<file path="src/rtl/bus_arbiter.sv">
// bus_arbiter: shares one external memory bus between the fetch stage and the
// memory stage. One transaction in flight at a time, data side has priority,
// each result is held until its stage consumes it, and flushed requests still
// finish on the bus but their responses are thrown away.
module bus_arbiter (
    input  logic        clk,
    input  logic        reset,

    input  logic        fetch_request,
    input  logic [31:0] fetch_address,
    input  logic        fetch_accept,
    input  logic        fetch_flush,
    output logic [31:0] fetch_data,
    output logic        fetch_ready,

    input  logic        mem_request,
    input  logic [31:0] mem_address,
    input  logic [31:0] mem_write_data,
    input  logic [3:0]  mem_strobe,
    input  logic        mem_accept,
    input  logic        mem_flush,
    output logic [31:0] mem_read_data,
    output logic        mem_ready,

    output logic        ext_valid,
    output logic        ext_instruction,
    output logic [31:0] ext_address,
    output logic [31:0] ext_write_data,
    output logic [3:0]  ext_strobe,
    input  logic        ext_ready,
    input  logic [31:0] ext_read_data
);

    typedef enum logic [1:0] {
        IDLE       = 2'd0,
        BUSY_FETCH = 2'd1,
        BUSY_MEM   = 2'd2
    } state_t;

    state_t      state_q;
    logic        f_hold_q;
    logic        m_hold_q;
    logic        f_discard_q;
    logic        m_discard_q;
    logic [31:0] fetch_data_q;
    logic [31:0] mem_read_data_q;
    logic        ext_valid_q;
    logic        ext_instruction_q;
    logic [31:0] ext_address_q;
    logic [31:0] ext_write_data_q;
    logic [3:0]  ext_strobe_q;

    logic        fetch_pending;
    logic        mem_pending;

    // A side may issue only with no held result, no flush this cycle and no
    // transaction of its own still on the bus (live or being discarded).
    always_comb begin
        fetch_pending = fetch_request && !f_hold_q && !fetch_flush &&
                        (state_q != BUSY_FETCH) && !f_discard_q;
        mem_pending   = mem_request && !m_hold_q && !mem_flush &&
                        (state_q != BUSY_MEM) && !m_discard_q;
    end

    // Bus FSM with registered bus outputs and per-side hold/discard tracking.
    always_ff @(posedge clk) begin
        if (reset) begin
            state_q           <= IDLE;
            f_hold_q          <= 1'b0;
            m_hold_q          <= 1'b0;
            f_discard_q       <= 1'b0;
            m_discard_q       <= 1'b0;
            fetch_data_q      <= 32'd0;
            mem_read_data_q   <= 32'd0;
            ext_valid_q       <= 1'b0;
            ext_instruction_q <= 1'b0;
            ext_address_q     <= 32'd0;
            ext_write_data_q  <= 32'd0;
            ext_strobe_q      <= 4'd0;
        end else begin
            // Consuming or flushing a held result frees that side; a
            // completion below may set the flag again (later write wins).
            if (fetch_accept || fetch_flush) begin
                f_hold_q <= 1'b0;
            end
            if (mem_accept || mem_flush) begin
                m_hold_q <= 1'b0;
            end

            case (state_q)
                IDLE: begin
                    if (mem_pending) begin
                        ext_valid_q       <= 1'b1;
                        ext_instruction_q <= 1'b0;
                        ext_address_q     <= mem_address;
                        ext_write_data_q  <= mem_write_data;
                        ext_strobe_q      <= mem_strobe;
                        state_q           <= BUSY_MEM;
                    end else if (fetch_pending) begin
                        // Write data is a don't-care on reads; left as is.
                        ext_valid_q       <= 1'b1;
                        ext_instruction_q <= 1'b1;
                        ext_address_q     <= fetch_address;
                        ext_strobe_q      <= 4'd0;
                        state_q           <= BUSY_FETCH;
                    end
                end

                BUSY_FETCH: begin
                    if (ext_ready) begin
                        fetch_data_q <= ext_read_data;
                        // A flush arriving with the response drops it too.
                        if (f_discard_q || fetch_flush) begin
                            f_discard_q <= 1'b0;
                        end else begin
                            f_hold_q <= 1'b1;
                        end
                        ext_valid_q <= 1'b0;
                        state_q     <= IDLE;
                    end else if (fetch_flush) begin
                        f_discard_q <= 1'b1;
                    end
                end

                BUSY_MEM: begin
                    if (ext_ready) begin
                        mem_read_data_q <= ext_read_data;
                        // A flushed store has already reached memory; only
                        // the completion indication is suppressed.
                        if (m_discard_q || mem_flush) begin
                            m_discard_q <= 1'b0;
                        end else begin
                            m_hold_q <= 1'b1;
                        end
                        ext_valid_q <= 1'b0;
                        state_q     <= IDLE;
                    end else if (mem_flush) begin
                        m_discard_q <= 1'b1;
                    end
                end

                default: begin
                    ext_valid_q <= 1'b0;
                    state_q     <= IDLE;
                end
            endcase
        end
    end

    assign fetch_data      = fetch_data_q;
    assign fetch_ready     = f_hold_q;
    assign mem_read_data   = mem_read_data_q;
    assign mem_ready       = m_hold_q;
    assign ext_valid       = ext_valid_q;
    assign ext_instruction = ext_instruction_q;
    assign ext_address     = ext_address_q;
    assign ext_write_data  = ext_write_data_q;
    assign ext_strobe      = ext_strobe_q;

endmodule

</file>
<file path="config.mk">
export PLATFORM = sky130hd
export DESIGN_NAME = bus_arbiter
export DESIGN_NICKNAME = d
export VERILOG_FILES = /design/src/rtl/bus_arbiter.sv
export SDC_FILE = /design/constraint.sdc
export NUM_CORES = 1
export LEC_CHECK = 0
export BUFFER_PORTS_ARGS = -buffer_cell sky130_fd_sc_hd__buf_2
export CAP_MARGIN = 20
export CORE_MARGIN = 1
export CORE_UTILIZATION = 30
export CTS_BUF_LIST = sky130_fd_sc_hd__clkbuf_8
export CTS_CLUSTER_SIZE = 8
export DETAILED_ROUTE_END_ITERATION = 6
export PLACE_DENSITY = 0.56
export SYNTH_ARGS = -nofsm -noshare
export SYNTH_HDL_FRONTEND = slang
export SYNTH_SLANG_ARGS = --single-unit
</file>
<file path="constraint.sdc">
create_clock -name clk -period 3 [get_ports clk]
set_input_delay 0.3 -clock clk [delete_from_list [all_inputs] [get_ports clk]]
set_output_delay 0.3 -clock clk [all_outputs]
set_load 0.05 [all_outputs]
</file>
==> results of run 1 <==
power groups by stage:
stage               registers [mW]  clock network, mW  logic, mW
floorplan                     2.59                  0      0.403
finish                        2.07               1.44       1.22
CTS                           2.07               1.50       1.23
global route                  2.09               1.57       1.31
detailed placement            2.11                  0       1.23
global placement              2.11                  0       1.23
kinds of logic (layout without fill, tap and decap cells):
family | Yosys count | count (layout) | synth area share, %
and+or+nand+nor | 330 | 330 | 25.72
adders and majority gates | 3 | 3 | 0.7080
AOI/OAI and AO/OA | 141 | 141 | 15.79
DFF | 140 | 140 | 52.86
buffers and inverters | 59 | 324 | 4.931
cells in the final DEF, fill, tap and decap left out, types with 4 or more instances in the layout:
cell type | synthesis | final
sky130_fd_sc_hd__clkbuf_8 | 0 | 18
sky130_fd_sc_hd__dfxtp_1 | 140 | 140
sky130_fd_sc_hd__clkinv_2 | 0 | 4
sky130_fd_sc_hd__nand3_1 | 5 | 5
sky130_fd_sc_hd__nand2_1 | 266 | 266
sky130_fd_sc_hd__buf_4 | 1 | 11
sky130_fd_sc_hd__inv_1 | 4 | 5
sky130_fd_sc_hd__buf_2 | 11 | 275
sky130_fd_sc_hd__nor3_1 | 40 | 40
sky130_fd_sc_hd__a311oi_1 | 31 | 31
sky130_fd_sc_hd__a21oi_1 | 106 | 106
sky130_fd_sc_hd__nor2_1 | 5 | 5
area by class of cell:
| cell class | count | area, um2 |
|---|---|---|
| Fill cell | 1877 | 10090 |
| Clock inverter | 14 | 121.4 |
| Tap cell | 225 | 281.5 |
| Timing Repair Buffer | 288 | 1499 |
| Clock buffer | 18 | 247.7 |
| Multi-Input combinational cell | 474 | 2240 |
| Sequential cell | 140 | 2803 |
| Inverter | 4 | 15.01 |
worst max-delay path by stage:
stage | end | cells after the start
detailed placement | ext_address[13] | 7
CTS | ext_address[9] | 7
global route | ext_address[23] | 8
floorplan | ext_address[30] | 8
finish | ext_address[9] | 7
global placement | ext_address[30] | 8
routing by layer:
layer	part of all wire, %	vias up
met2	46	224
met4	1.8	2
met1	42	2485
li1	-	2750
met5	0.077	-
met3	9.9	24
sequential cells by signal (all words and copies together), names as in the netlist:
signal           cells
mem_ready            1
ext_valid            1
ext_strobe           4
fetch_data          32
m_discard_q          1
ext_write_data      32
mem_read_data       32
ext_address         32
fetch_ready          1
f_discard_q          1
state_q              2
ext_instruction      1
critical path, stage by stage (launching register included):
cell and delay (ns):
sky130_fd_sc_hd__dfxtp_1 0.36, sky130_fd_sc_hd__inv_1 0.07, sky130_fd_sc_hd__ha_1 0.25, sky130_fd_sc_hd__or4b_4 0.55
sky130_fd_sc_hd__nor2_4 0.09, sky130_fd_sc_hd__buf_4 0.34, sky130_fd_sc_hd__nand2_1 0.10, sky130_fd_sc_hd__a311oi_1 0.26
through the flow:
step	worst slack, ns	cell area (um2)	hold slack, ns
after global routing	0.6664	7207	0.05567
after floorplan	1.170	5303	0.3793
after detailed placement	0.8932	6838	0.4430
final	0.8682	7207	0.08817
after global placement	0.9013	6838	0.4388
after CTS	0.8649	7207	0.04490
==> impl_metrics.ini, run 1 <==
[setup_path]
crit_start = state_q[0]
cp_max_fo = 33
rr_endpoint = ext_address[9]
crit-reg2reg-launch = state_q[0]
reg2reg_slack_ns = 0.87
critical_path.startpoint_type = register
class_of_the_most_critical_setup_path = reg2reg
worst-endpoint-arrival_ns = 2.47
crit_path_end_kind = register
cp_data_required_time_ns = 3.34
timing.reg2reg.worst_path_depth = 7

[grt]
grt-ovfl-total = 0
grt_first_pass_wirelength_um = 26610
grt_start_max_net_pins = 73
grt-busiest-layer = met2
met3_usage_pct = 6.719
globalRouteMet1Util_pct = 22.31
number_of_antenna_violations_at_the_first_check_in_global_routing = 1
via_count_of_the_first_global_routing_pass = 5242
use_met2_pct = 30.04
grtUsageTotal_pct = 18.57

[power]
share_comb_of_total_power_pct = 25.8
max-vdd-ir-drop_uv = 298.6
share_clk_of_total_power_pct = 30.5
power.share.sequential_pct = 43.7
p_sw_mw = 1.722
power_leakage_nw = 3.253
fin_total_pwr_mw = 4.730
intPower_mw = 3.008
switching_share_pct = 36.40
power-per-cell-area_mw_per_mm2 = 656.3

[routing]
drt_iter0_drc = 223
detail_route.wirelength_um = 16980
vias_per_cell = 4.716
detailroute.via_count = 5485
route.detailed.drc = 0
route.detailed.wl_per_inst_um = 14.60
drt_pre_antenna_iters = 4
route.antenna.remaining_nets = 0

[hold_path]
hold_path_class = in2reg
worstHoldPathCells = 2
min_delay_worst_endpoint = fetch_ready
min-delay-start = fetch_flush

[cts]
post_cts.repair.setup_buffers = 0
cts_hold_repair.buffers = 0
ctsRootBufferMaster = sky130_fd_sc_hd__clkbuf_8
tritoncts = built
clock-sinks = 140
h-tree-depth = 4
cts_max_path_buffers = 2
worst_skew_pair_latency_ns = 0.43
cts_made_buffers = 17
ctsResizeCount = 0
clk_pin_slew_ns = 0.08

[placed_design]
place.port_buffers = 276
place_congestion = 0.7881
post-place-cells = 1131
detailed_placer_s_ending_hpwl_um = 11450

[synth]
synth_largest_area_cell = sky130_fd_sc_hd__dfxtp_1
synthesis.yosys.warnings = 0
synth-seq-area-share_pct = 52.86
synth.net_count = 817
edff_count_synth = 0
synth.lib_cells_used.distinct = 24
synth_area_per_cell_um2 = 7.879
synthMostInstantiatedCell = sky130_fd_sc_hd__nand2_1
yosys_register_bits = 140
synth_flop_cell = sky130_fd_sc_hd__dfxtp_1
synth_top_cell_area_share_pct = 52.86
postSynth.asyncResetShare_pct = 0
syn-cell-area_mm2 = 0.005303
post_synth_most_frequent_cells = sky130_fd_sc_hd__nand2_1 (266), sky130_fd_sc_hd__dfxtp_1 (140), sky130_fd_sc_hd__a21oi_1 (106), sky130_fd_sc_hd__clkbuf_1 (40), sky130_fd_sc_hd__nor3_1 (40)
synth_cells = 673
post_synth_main_area_contributors = sky130_fd_sc_hd__dfxtp_1 (53%), sky130_fd_sc_hd__nand2_1 (19%), sky130_fd_sc_hd__a21oi_1 (10%)

[timing]
timing.final.crit_share_pct = 71.06
finalCriticalPeriod_ns = 2.132
tightest_slew_ns = 0.4529
fmaxAchievable_mhz = 469.1
timing.setup.tns_ns = 0
final-setup-viol-count = 0
fin_worst_skew_ns = 0.009184
maxSlewHeadroom_pct = 69.81
timing.final.hold_violations = 0
finalMaxSlewViolations = 0
rsz0062_at_grt = no

[final_layout]
drive_above_1_share_pct = 34.65
final_cell_count_no_fill = 1163
nets = 1069
antenna-diode-count = 0
utilization_pct = 41.67
areaGrowthSynthToFinish_pct = 35.91

[floorplanning]
design.die.area_mm2 = 0.01821
die-height_um = 135.0
initial_utilization_pct = 30.66
die_w_um = 135.0
top_level_port_count = 277
core_mm2 = 0.01730
fp-row-count = 48

[outcome]
outcome = finished, final reports clean

[run]
drv_cap = 0
Note: power is estimated with default switching activity, not from simulation.
==> run 2, diff against run 1 <==
clock period = 2.1 ns   (was 3 ns; I/O delays follow)
==> impl_metrics.ini, run 2 (synthesis results as in run 1) <==
[floorplanning]
fp-row-count = 48
die_w_um = 135.0
top_level_port_count = 277
core_mm2 = 0.01730
initial_utilization_pct = 30.66
design.die.area_mm2 = 0.01821
die-height_um = 135.0

[timing]
tightest_slew_ns = 0.6931
timing.final.hold_violations = 0
fin_worst_skew_ns = 0.01097
fmaxAchievable_mhz = 502.8
final-setup-viol-count = 0
finalCriticalPeriod_ns = 1.989
maxSlewHeadroom_pct = 53.79
hold_ws_ns = 0.04158
timing.final.crit_share_pct = 94.71
timing.setup.tns_ns = 0
finalMaxSlewViolations = 0

[power]
power_leakage_nw = 3.816
intPower_mw = 4.653
share_clk_of_total_power_pct = 31.0
power-per-cell-area_mw_per_mm2 = 845.1
max-vdd-ir-drop_uv = 463.8
power.share.sequential_pct = 40.9
p_sw_mw = 2.585
switching_share_pct = 35.72
share_comb_of_total_power_pct = 28.1

[setup_path]
critical_path.startpoint_type = register
cpMaxStageDelayCell = sky130_fd_sc_hd__dfxtp_1
cp_max_fo = 33
worst-endpoint-arrival_ns = 2.33
crit_path_end_kind = register
crit_path_max_incr_delay_ns = 0.42
cp_data_required_time_ns = 2.45
class_of_the_most_critical_setup_path = reg2reg
path_cells = inv_1 > ha_1 > nor4b_4 > and2_1 > buf_12 > nor3_1 > a311oi_1

[cts]
clock-sinks = 140
clk_pin_slew_ns = 0.08
ctsRootBufferMaster = sky130_fd_sc_hd__clkbuf_8
tritoncts = built
cts_max_path_buffers = 2
worst_skew_pair_latency_ns = 0.45
h-tree-depth = 4
cts_made_buffers = 17

[routing]
drt_iter0_drc = 221
route.detailed.wl_per_inst_um = 14.87
detailroute.via_count = 6074
detail_route.wirelength_um = 18990
vias_per_cell = 4.756
route.detailed.drc = 0
route.antenna.remaining_nets = 0
drt_pre_antenna_iters = 4

[final_layout]
most_frequent_standard_cell_in_the_layout_excluding_fill_and_tap_cells = sky130_fd_sc_hd__buf_2
nets = 1183
fillers = 1713
utilization_pct = 49.52
antenna-diode-count = 0
drive_above_1_share_pct = 32.60
areaGrowthSynthToFinish_pct = 61.51
multi_input_comb_area_mm2 = 0.002293
final-seq-area_mm2 = 0.002804
most-common-layout-cells = sky130_fd_sc_hd__buf_2 (275), sky130_fd_sc_hd__nand2_1 (266), sky130_fd_sc_hd__dfxtp_1 (139), sky130_fd_sc_hd__a21oi_1 (106), sky130_fd_sc_hd__dlygate4sd3_1 (105)

[grt]
via_count_of_the_first_global_routing_pass = 5841
grt_start_max_net_pins = 141
number_of_antenna_violations_at_the_first_check_in_global_routing = 0
grtUsageTotal_pct = 19.79
grt_first_pass_wirelength_um = 28300
grt-ovfl-total = 0

[placed_design]
place.port_buffers = 276
detailed_placer_s_ending_hpwl_um = 11250
place_congestion = 0.7877

[outcome]
outcome = finished, final reports clean

[run]
drv_cap = 0

[hold_path]
hold_path_class = in2reg
run 2: power groups by stage:
stage               clock network [mW]  logic (mW)  registers [mW]
floorplan                            0       0.576            3.70
global placement                     0        1.78            3.02
detailed placement                   0        1.79            3.02
CTS                               2.32        1.94            2.96
global route                      2.42        2.17            2.99
finish                            2.24        2.03            2.96
run 2: critical path, delay by kind of cell, from the launching register on:
family | cells | cell delay, ns
AO/OA/AOI/OAI | 1 | 0.26
adder cells (fa/ha/maj) | 1 | 0.27
buffers and inverters | 2 | 0.29
flip-flops | 1 | 0.42
AND/OR/NAND/NOR | 3 | 0.64
run 2: repair_timing:
| item | in CTS | in global routing |
|---|---|---|
| setup endpoints to repair | 0 | 21 |
| hold buffers | 105 | 0 |
| endpoints found under the hold margin | 124 | 0 |
| buffers inserted | 0 | 2 |
| gates resized for setup | 0 | 11 |
run 2: through the flow:
stage | setup slack, ns | cells | cell area, um2 | power, mW
2_1_floorplan | 0.2698 | 673 | 5303 | 4.271
3_3_place_gp | 0.1922 | 1133 | 6915 | 4.802
3_5_place_dp | 0.1234 | 1133 | 6915 | 4.810
4_1_cts | 0.05417 | 1270 | 8371 | 7.227
5_1_grt | -0.02446 | 1277 | 8564 | 7.572
6_report | 0.1112 | 1277 | 8564 | 7.238
run 2: path summary, 6_finish.rpt:
check                                 startpoint  slack (ns)             end  depth (start not counted)
worst max register to register        state_q[1]        0.11  ext_address[9]                          7
worst max-delay path                  state_q[1]        0.11  ext_address[9]                          7
worst min register to register    fetch_data[22]        0.45  fetch_data[22]                          2
worst min-delay path            fetch_address[1]        0.04  ext_address[1]                          3
run 2: layout make-up:
cell class | count | area share, %
flip-flops and latches | 140 | 32.74
repair buffers | 402 | 32.30
multi-input cells | 474 | 26.78
well taps | 225 | 3.287
clock buffers | 18 | 2.893
clock inverters | 14 | 1.826
inverters | 4 | 0.1753
run 2: layer usage:
metal	share of wire (%)	wire length (um)	vias up	GRT usage, %
met4	2.8	535	0	9.051
met3	8.4	1596	47	7.395
met1	43	8086	2772	22.91
met2	46	8773	268	32.39
li1	-	-	2987	-
met5	0	0	-	0
==> run 3, diff against run 2 <==
clock period = 2.34 ns   (was 2.1 ns; I/O delays follow)
==> impl_metrics.ini, run 3 (synthesis results as in run 1) <==
[routing]
drt_iter0_drc = 276
vias_per_cell = 4.733
detail_route.wirelength_um = 16990
route.detailed.drc = 0
route.detailed.wl_per_inst_um = 14.46
detailroute.via_count = 5561
route.antenna.remaining_nets = 0
drt_pre_antenna_iters = 4

[cts]
clock-sinks = 140
cts_made_buffers = 17
cts_max_path_buffers = 2
ctsRootBufferMaster = sky130_fd_sc_hd__clkbuf_8
h-tree-depth = 4
tritoncts = built
clk_pin_slew_ns = 0.08
worst_skew_pair_latency_ns = 0.44
post_cts.repair.setup_buffers = 0
ctsResizeCount = 0

[power]
share_comb_of_total_power_pct = 25.4
switching_share_pct = 34.60
power.share.sequential_pct = 42.1
power-per-cell-area_mw_per_mm2 = 849.9
max-vdd-ir-drop_uv = 423.0
power_leakage_nw = 3.354
p_sw_mw = 2.179
share_clk_of_total_power_pct = 32.5
intPower_mw = 4.119

[grt]
grt_start_max_net_pins = 70
via_count_of_the_first_global_routing_pass = 5156
grt-ovfl-total = 0
number_of_antenna_violations_at_the_first_check_in_global_routing = 2
grtUsageTotal_pct = 18.55
grt_first_pass_wirelength_um = 26430

[setup_path]
cp_max_fo = 69
class_of_the_most_critical_setup_path = reg2reg
cp_data_required_time_ns = 2.67
critical_path.startpoint_type = register
worst-endpoint-arrival_ns = 2.37
reg2reg_slack_ns = 0.30
crit_path_end_kind = register

[floorplanning]
die_w_um = 135.0
top_level_port_count = 277
die-height_um = 135.0
design.die.area_mm2 = 0.01821
fp-row-count = 48
core_mm2 = 0.01730
initial_utilization_pct = 30.66

[final_layout]
final_area_mm2 = 0.007411
most-common-layout-cells = sky130_fd_sc_hd__buf_2 (275), sky130_fd_sc_hd__nand2_1 (266), sky130_fd_sc_hd__dfxtp_1 (140), sky130_fd_sc_hd__a21oi_1 (106), sky130_fd_sc_hd__nor3_1 (40)
most_frequent_standard_cell_in_the_layout_excluding_fill_and_tap_cells = sky130_fd_sc_hd__buf_2
drive_above_1_share_pct = 34.21
antenna-diode-count = 0
nets = 1081
areaGrowthSynthToFinish_pct = 39.76

[timing]
setup_slack_ns = 0.2978
timing.setup.tns_ns = 0
rsz0062_at_grt = no
fmaxAchievable_mhz = 489.7
final-setup-viol-count = 0
finalMaxSlewViolations = 0
fin_worst_skew_ns = 0.01560
maxSlewHeadroom_pct = 57.29
tightest_slew_ns = 0.6407
finalCriticalPeriod_ns = 2.042
hold_ws_ns = 0.03299
timing.final.crit_share_pct = 87.28
timing.final.hold_violations = 0

[placed_design]
detailed_placer_s_ending_hpwl_um = 11480
place.port_buffers = 276
preCtsSetupSlack_ns = 0.3346
place_area_mm2 = 0.006910
place_congestion = 0.7569

[hold_path]
hold_path_class = in2reg

[outcome]
outcome = finished, final reports clean

[run]
drv_cap = 0
[run 3: power by group through the flow]
stage                     logic [mW]  registers [mW]  clock network (mW)
after global routing            1.72            2.68                2.21
final                           1.60            2.65                2.05
after global placement          1.60            2.71                   0
after detailed placement        1.60            2.71                   0
after CTS                       1.61            2.65                2.11
after floorplan                0.517            3.32                   0
[run 3: worst paths after layout]
check	cells after the start	startpoint	endpoint
max	7	state_q[0]	ext_address[6]
min	3	mem_write_data[24]	ext_write_data[24]
max reg2reg	7	state_q[0]	ext_address[6]
min reg2reg	2	ext_write_data[22]	ext_write_data[22]
[run 3: what timing repair did]
action | 4_1_cts | 5_1_grt
endpoints found under the setup margin | 0 | 0
hold buffers | 5 | 4
hold endpoints to repair | 5 | 4
[run 3: per-stage QoR]
stage          cells  power (mW)  utilization [%]
2_1_floorplan    673       3.833                -
3_3_place_gp    1134       4.301            39.95
3_5_place_dp    1134       4.307            39.95
4_1_cts         1171       6.373            42.61
5_1_grt         1175       6.607            42.85
6_report        1175       6.298            42.85
[run 3: metal layers]
metal | vias to the layer above | global-route usage, % | share of wire (%)
met1 | 2533 | 22.73 | 43
met4 | 4 | 6.554 | 1.6
li1 | 2779 | - | -
met5 | - | 0 | 0.13
met2 | 223 | 29.87 | 46
met3 | 22 | 6.682 | 8.9
[run 3: final cells by class]
class	count	area, um2
flip-flops and latches	140	2803
clock inverters	13	148.9
clock buffers	19	261.5
well taps	225	281.5
multi-input cells	474	2240
fillers	1836	9886
repair buffers	300	1662
inverters	4	15.01
[run 3: critical path, cell delays in order, from the launching register on]
cell                       delay, ns
sky130_fd_sc_hd__dfxtp_1        0.36
sky130_fd_sc_hd__inv_1          0.07
sky130_fd_sc_hd__ha_1           0.25
sky130_fd_sc_hd__nor4b_2        0.34
sky130_fd_sc_hd__and2_2         0.23
sky130_fd_sc_hd__buf_12         0.27
sky130_fd_sc_hd__nor3_1         0.09
sky130_fd_sc_hd__a311oi_1       0.28
